### config.mk
export PLATFORM = sky130hd
export DESIGN_NAME = if_fetch_ctrl_flat
export DESIGN_NICKNAME = d
export VERILOG_FILES = /design/src/rtl/if_fetch_ctrl_pkg.sv /design/src/rtl/if_fetch_ctrl_if.sv /design/src/rtl/if_fetch_ctrl_if_id_reg.sv /design/src/rtl/if_fetch_ctrl.sv /design/src/flat_wrapper.sv
export SDC_FILE = /design/constraint.sdc
export NUM_CORES = 1
export LEC_CHECK = 0
export CAP_MARGIN = 30
export CORE_MARGIN = 2
export CORE_UTILIZATION = 47
export DETAILED_ROUTE_END_ITERATION = 6
export PLACE_DENSITY = 0.95
export SLEW_MARGIN = 20
export SYNTH_ARGS = -nofsm -noshare
export SYNTH_HDL_FRONTEND = slang
export SYNTH_SLANG_ARGS = --single-unit
### constraint.sdc
create_clock -name CLK -period 6.2 [get_ports CLK]
set_clock_uncertainty 0.05 [all_clocks]
set_input_delay 1.24 -clock CLK [delete_from_list [all_inputs] [get_ports CLK]]
set_output_delay 1.24 -clock CLK [all_outputs]
set_load 0.005 [all_outputs]
### src/rtl/if_fetch_ctrl_pkg.sv
// Shared definitions for the instruction-fetch sequencer: FSM encoding,
// PC increment and the bubble instruction word.
package if_fetch_ctrl_pkg;

  typedef enum logic [1:0] {
    ST_BOOT = 2'd0,
    ST_RUN  = 2'd1,
    ST_HALT = 2'd2
  } fetch_state_t;

  localparam int          PC_STEP  = 4;
  localparam logic [31:0] NOP_WORD = 32'h0000_0000;

endpackage

### src/rtl/if_fetch_ctrl_if.sv
// Fetch-stage bus: hazard/redirect inputs, ROM port and IF/ID outputs.
interface if_fetch_ctrl_if #(
  parameter int DWL = 32,
  parameter int AWL = 32
);

  logic           stall_i;
  logic           redirect_i;
  logic [AWL-1:0] redirect_pc_i;
  logic [AWL-1:0] rom_addr_o;
  logic [DWL-1:0] rom_data_i;
  logic [DWL-1:0] ifid_instr_o;
  logic [AWL-1:0] ifid_pc4_o;
  logic           ifid_valid_o;
  logic [AWL-1:0] pc_o;
  logic           halted_o;
  logic [31:0]    fetch_cnt_o;

  modport master (
    input  stall_i, redirect_i, redirect_pc_i, rom_data_i,
    output rom_addr_o, ifid_instr_o, ifid_pc4_o, ifid_valid_o,
           pc_o, halted_o, fetch_cnt_o
  );

  modport slave (
    output stall_i, redirect_i, redirect_pc_i, rom_data_i,
    input  rom_addr_o, ifid_instr_o, ifid_pc4_o, ifid_valid_o,
           pc_o, halted_o, fetch_cnt_o
  );

endinterface

### src/rtl/if_fetch_ctrl_if_id_reg.sv
// IF/ID pipeline register: clear beats hold, hold beats capture,
// and an idle cycle leaves a bubble behind the last instruction.
module if_id_reg
  import if_fetch_ctrl_pkg::*;
#(
  parameter int DWL = 32,
  parameter int AWL = 32
) (
  input  logic           clk,
  input  logic           rst_n,
  input  logic           clear,
  input  logic           hold,
  input  logic           capture,
  input  logic [DWL-1:0] instr_d,
  input  logic [AWL-1:0] pc4_d,
  output logic [DWL-1:0] instr_q,
  output logic [AWL-1:0] pc4_q,
  output logic           valid_q
);

  always_ff @(posedge clk) begin
    if (!rst_n || clear) begin
      instr_q <= DWL'(NOP_WORD);
      pc4_q   <= '0;
      valid_q <= 1'b0;
    end else if (hold) begin
      instr_q <= instr_q;
      pc4_q   <= pc4_q;
      valid_q <= valid_q;
    end else if (capture) begin
      instr_q <= instr_d;
      pc4_q   <= pc4_d;
      valid_q <= 1'b1;
    end else begin
      valid_q <= 1'b0;
    end
  end

endmodule

### src/rtl/if_fetch_ctrl.sv
// Instruction-fetch sequencer: PC register, next-PC selection and the
// BOOT/RUN/HALT controller feeding the IF/ID register.
module if_fetch_ctrl
  import if_fetch_ctrl_pkg::*;
#(
  parameter int             DWL      = 32,
  parameter int             AWL      = 32,
  parameter int             DEPTH    = 32,
  parameter logic [AWL-1:0] RESET_PC = '0
) (
  input  logic CLK,
  input  logic RST_N,
  if_fetch_ctrl_if.master bus
);

  localparam logic [AWL-1:0] RESET_IDX = RESET_PC >> 2;
  localparam logic [AWL-1:0] DEPTH_W   = AWL'(DEPTH);
  localparam logic [AWL-1:0] STEP_W    = AWL'(PC_STEP);

  fetch_state_t   state;
  logic [AWL-1:0] pc;
  logic [AWL-1:0] word_idx;
  logic [AWL-1:0] pc_next;
  logic [31:0]    fetch_cnt;
  logic           out_of_range;
  logic           run_fetch;

  assign word_idx     = {2'b00, pc[AWL-1:2]};
  assign out_of_range = (word_idx >= DEPTH_W);
  assign pc_next      = pc + STEP_W;
  assign run_fetch    = (state == ST_RUN) && !bus.redirect_i && !bus.stall_i
                        && !out_of_range;

  always_ff @(posedge CLK) begin
    if (!RST_N) begin
      state     <= ST_BOOT;
      pc        <= RESET_PC;
      fetch_cnt <= '0;
    end else begin
      case (state)
        ST_BOOT: begin
          if (bus.redirect_i) begin
            pc    <= bus.redirect_pc_i;
            state <= ST_RUN;
          end else begin
            state <= (RESET_IDX >= DEPTH_W) ? ST_HALT : ST_RUN;
          end
        end
        ST_RUN: begin
          if (bus.redirect_i) begin
            pc <= bus.redirect_pc_i;
          end else if (bus.stall_i) begin
            pc <= pc;
          end else if (out_of_range) begin
            state <= ST_HALT;
          end else begin
            pc        <= pc_next;
            fetch_cnt <= fetch_cnt + 32'd1;
          end
        end
        ST_HALT: begin
          if (bus.redirect_i) begin
            pc    <= bus.redirect_pc_i;
            state <= ST_RUN;
          end
        end
        default: state <= ST_BOOT;
      endcase
    end
  end

  // Hold only applies while running; a redirect always flushes wrong-path work.
  logic [DWL-1:0] ifid_instr;
  logic [AWL-1:0] ifid_pc4;
  logic           ifid_valid;

  if_id_reg #(.DWL(DWL), .AWL(AWL)) u_if_id_reg (
    .clk     (CLK),
    .rst_n   (RST_N),
    .clear   (bus.redirect_i),
    .hold    ((state == ST_RUN) && bus.stall_i),
    .capture (run_fetch),
    .instr_d (bus.rom_data_i),
    .pc4_d   (pc_next),
    .instr_q (ifid_instr),
    .pc4_q   (ifid_pc4),
    .valid_q (ifid_valid)
  );

  assign bus.rom_addr_o   = word_idx;
  assign bus.ifid_instr_o = ifid_instr;
  assign bus.ifid_pc4_o   = ifid_pc4;
  assign bus.ifid_valid_o = ifid_valid;
  assign bus.pc_o         = pc;
  assign bus.halted_o     = (state == ST_HALT);
  assign bus.fetch_cnt_o  = fetch_cnt;

endmodule

### src/flat_wrapper.sv
// flat-port wrapper written by rule: the top's interface ports become plain ports
module if_fetch_ctrl_flat import if_fetch_ctrl_pkg::*;
#(
  parameter int             DWL      = 32,
  parameter int             AWL      = 32,
  parameter int             DEPTH    = 32,
  parameter logic [AWL-1:0] RESET_PC = '0
)
  (CLK, RST_N, bus_stall_i, bus_redirect_i, bus_redirect_pc_i, bus_rom_data_i, bus_rom_addr_o, bus_ifid_instr_o, bus_ifid_pc4_o, bus_ifid_valid_o, bus_pc_o, bus_halted_o, bus_fetch_cnt_o);
  if_fetch_ctrl_if #(.DWL(DWL), .AWL(AWL)) bus_i ();
  input  logic CLK;
  input  logic RST_N;
  input wire logic [$bits(bus_i.stall_i)-1:0] bus_stall_i;
  input wire logic [$bits(bus_i.redirect_i)-1:0] bus_redirect_i;
  input wire logic [$bits(bus_i.redirect_pc_i)-1:0] bus_redirect_pc_i;
  input wire logic [$bits(bus_i.rom_data_i)-1:0] bus_rom_data_i;
  output wire logic [$bits(bus_i.rom_addr_o)-1:0] bus_rom_addr_o;
  output wire logic [$bits(bus_i.ifid_instr_o)-1:0] bus_ifid_instr_o;
  output wire logic [$bits(bus_i.ifid_pc4_o)-1:0] bus_ifid_pc4_o;
  output wire logic [$bits(bus_i.ifid_valid_o)-1:0] bus_ifid_valid_o;
  output wire logic [$bits(bus_i.pc_o)-1:0] bus_pc_o;
  output wire logic [$bits(bus_i.halted_o)-1:0] bus_halted_o;
  output wire logic [$bits(bus_i.fetch_cnt_o)-1:0] bus_fetch_cnt_o;
  assign bus_i.stall_i = bus_stall_i;
  assign bus_i.redirect_i = bus_redirect_i;
  assign bus_i.redirect_pc_i = bus_redirect_pc_i;
  assign bus_i.rom_data_i = bus_rom_data_i;
  assign bus_rom_addr_o = bus_i.rom_addr_o;
  assign bus_ifid_instr_o = bus_i.ifid_instr_o;
  assign bus_ifid_pc4_o = bus_i.ifid_pc4_o;
  assign bus_ifid_valid_o = bus_i.ifid_valid_o;
  assign bus_pc_o = bus_i.pc_o;
  assign bus_halted_o = bus_i.halted_o;
  assign bus_fetch_cnt_o = bus_i.fetch_cnt_o;
  if_fetch_ctrl #(.DWL(DWL), .AWL(AWL), .DEPTH(DEPTH), .RESET_PC(RESET_PC)) u_core (.CLK(CLK), .RST_N(RST_N), .bus(bus_i));
endmodule
==> impl_metrics.ini <==
[logic_synthesis]
synth_edf_count = 0
async_reset_ff_frac = 0
synthCells = 664
synth_cell_types = 53
ys_seq_elements = 131
synth.avg_cell_area_um2 = 8.48
synth_area_um2 = 5630
synth_flop_cell = dfxtp_1
ys_warn_count = 0
yosysSeqAreaShare = 0.466

[timing]
setup_tns_ns = 0
slew_viol_final = 0
rsz0062_at_grt = no
relSlewSlack = 0.578
fin_crit_ns = 3.43
timing.fmax_mhz = 292
hold_viol = 0
worstMarginPinSlew_ns = 0.632
setup_ws_ns = 2.77
final-setup-viol-count = 0
finalCritPeriodShare = 0.553

[finish]
instances_no_fill = 1001
syn_to_final_growth_pct = 47.4
final_core_util = 0.718
drive_above_1_share = 0.0642
nets = 915
fillers = 842

[route]
vias_per_cell = 5.43
antenna_left = 0
routedWlPerCell_um = 16.3
drc = 0
drtIter0Drc = 417
vias = 5436
drt_pass1_iterations = 5
routed_wl_um = 16400

[clock_network]
postCtsSetupBuffers = 0
cts_inserted_buffers = 17
hold_buffers = 0
clkTransAtPathRegs_ns = 0.06
clock_latency_ns = 0.42
cts.path.max_buffers = 2
ctsResizeCount = 0
tritoncts = built
cts.sinks = 131
cts-root-buf = clkbuf_16
h-tree-depth = 4

[worst_setup_path]
cp-start-kind = input pin
cp_max_fo = 27
crit_arrival_ns = 3.72
r2r_slack_ns = 3.81
reg2reg_from = u_core.state[0]$_SDFFE_PN0P_
worst_ep_required_time_ns = 6.49
crit_path_end_kind = flip-flop
cp-startpoint = bus_redirect_i
path_class = in -> reg

[placed_design]
port_buffers = 227
dp.cells = 967
dp_slack_ns = 2.33
hpwl_um = 11200
place.gp.congestion = 0.835

[hold_path]
hold_path_class = reg -> reg
min-delay-start = u_core.u_if_id_reg.instr_q[5]$_SDFFE_PP0P_

[grt]
antenna_found_initial = 0
grt_max_degree = 53
grt_pass1_wl_um = 25500
grt_pass1_vias = 4976
grt_use_total = 0.251
overflow = 0

[floorplan]
die_w_um = 113
fp.coreArea_um2 = 11600
die_h_um = 113
start_util = 0.487
pin_count = 230
die_area_um2 = 12900
placementRows = 39

[run]
max-cap-violations = 0

[pwr]
cellPowerDensity_nw_per_um2 = 245
ir_drop_uv = 229
p_leak_nw = 2.80

[status]
status = complete, no violations
-- Yosys cell counts, types with 2 or more instances --
library cell,count,area share
and2_1,25,0.028
buf_2,12,0.011
nor3_1,8,0.0071
dfxtp_1,131,0.47
a211oi_1,2,0.0027
nor4_1,7,0.0078
nand3_1,37,0.033
and4_1,3,0.0047
nand4_1,7,0.0078
o21a_1,4,0.0053
xnor2_1,12,0.019
nor2b_1,2,0.0022
buf_6,2,0.0040
o21ai_0,15,0.013
a22oi_1,5,0.0067
buf_4,36,0.048
clkbuf_1,24,0.016
or3_1,8,0.0089
inv_1,8,0.0053
nor4_2,2,0.0044
nor2_1,26,0.017
nor4_4,3,0.011
nand2_1,128,0.085
and3_1,5,0.0056
a211o_1,2,0.0031
or4_1,13,0.017
a21oi_1,89,0.079
nand4_4,3,0.011
o31ai_1,15,0.020
nand2b_1,4,0.0044
ha_1,3,0.0067
a221oi_1,2,0.0031
-- worst paths after layout --
kind | to | depth (start not counted)
worst min register to register | u_core.u_if_id_reg.instr_q[5]$_SDFFE_PP0P_ | 2
worst max-delay path | u_core.u_if_id_reg.instr_q[12]$_SDFFE_PP0P_ | 7
worst min-delay path | u_core.u_if_id_reg.instr_q[5]$_SDFFE_PP0P_ | 2
worst max register to register | u_core.u_if_id_reg.instr_q[12]$_SDFFE_PP0P_ | 6
-- cell families (layout without fill, tap and decap cells) --
kind of cell             Yosys count  in the layout  share of synthesized area
AO/OA/AOI/OAI                    142            142                      0.147
XOR/XNOR                          13             13                     0.0202
adder cells (fa/ha/maj)            3              3                    0.00667
buffers and inverters             83            275                     0.0847
flip-flops                       131            131                      0.466
multiplexers                       1              1                    0.00178
other                              1              3                   0.000666
AND/OR/NAND/NOR                  290            290                      0.273
-- flip-flops by register name (all words and copies together) (netlist names) --
register                    flops
u_core.u_if_id_reg.valid_q      1
u_core.u_if_id_reg.pc4_q       32
u_core.bus.pc_o                32
u_core.state                    2
u_core.u_if_id_reg.instr_q     32
u_core.bus.fetch_cnt_o         32
-- critical path, cell delays in order --
cell and delay [ns]:
clkdlybuf4s50_1 0.57, nor4b_4 0.52, nand4_2 0.31, nor2_4 0.44, buf_4 0.36, nand2_1 0.10
a21oi_1 0.17
-- where the power goes --
part,total [W],switching (W),internal [W]
clock,0.000964,0.000402,0.000562
sequential,0.000880,0.0000245,0.000856
combinational,0.000193,0.0000835,0.000109
-- through the flow --
step	cell area, um^2	hold slack, ns	power (W)
2_1_floorplan	5630	0.398	0.000992
3_3_place_gp	7700	0.387	0.00109
3_5_place_dp	7700	0.393	0.00109
4_1_cts	8280	0.402	0.00205
5_1_grt	8300	0.420	0.00210
6_report	8300	0.400	0.00204
-- layout by cell type (no fill, tap or decap), types with 3 or more instances in the layout --
cell type | Yosys | final
nand3_1 | 37 | 37
and2_1 | 25 | 25
ha_1 | 3 | 3
and4_1 | 3 | 3
nand4_4 | 3 | 3
nand4_1 | 7 | 7
nor4_4 | 3 | 3
xnor2_1 | 12 | 12
inv_6 | 0 | 4
clkinv_4 | 0 | 7
buf_4 | 36 | 6
clkdlybuf4s50_1 | 0 | 227
inv_1 | 8 | 8
nor3_1 | 8 | 8
o21ai_0 | 15 | 15
dfxtp_1 | 131 | 131
o31ai_1 | 15 | 15
or3_1 | 8 | 8
clkbuf_16 | 0 | 17
nor2_1 | 26 | 25
o21a_1 | 4 | 4
nor4_1 | 7 | 7
and3_1 | 5 | 5
a22oi_1 | 5 | 5
a21oi_1 | 89 | 89
nand2b_1 | 4 | 4
or4_1 | 13 | 13
nand2_1 | 128 | 128
-- layout make-up --
class                           count  area (um^2)  area share
Sequential cell                   131         2620       0.316
Clock buffer                       17          425      0.0513
Timing Repair Buffer              234         2330       0.281
Tap cell                          143          179      0.0216
Inverter                            9         33.8     0.00407
Antenna cell                        1         2.50    0.000302
Clock inverter                     15          150      0.0181
Multi-Input combinational cell    451         2550       0.308
-- per-layer routing --
metal  vias up  part of all wire  track usage  wire [um]
met5         -                 0            0          0
met4         0             0.021       0.0951        337
met3        28             0.068       0.0696       1120
met2       211              0.50        0.428       8260
met1      2560              0.41        0.302       6640
li1       2637                 -            -          -
Note: power is estimated with default switching activity, not from simulation.
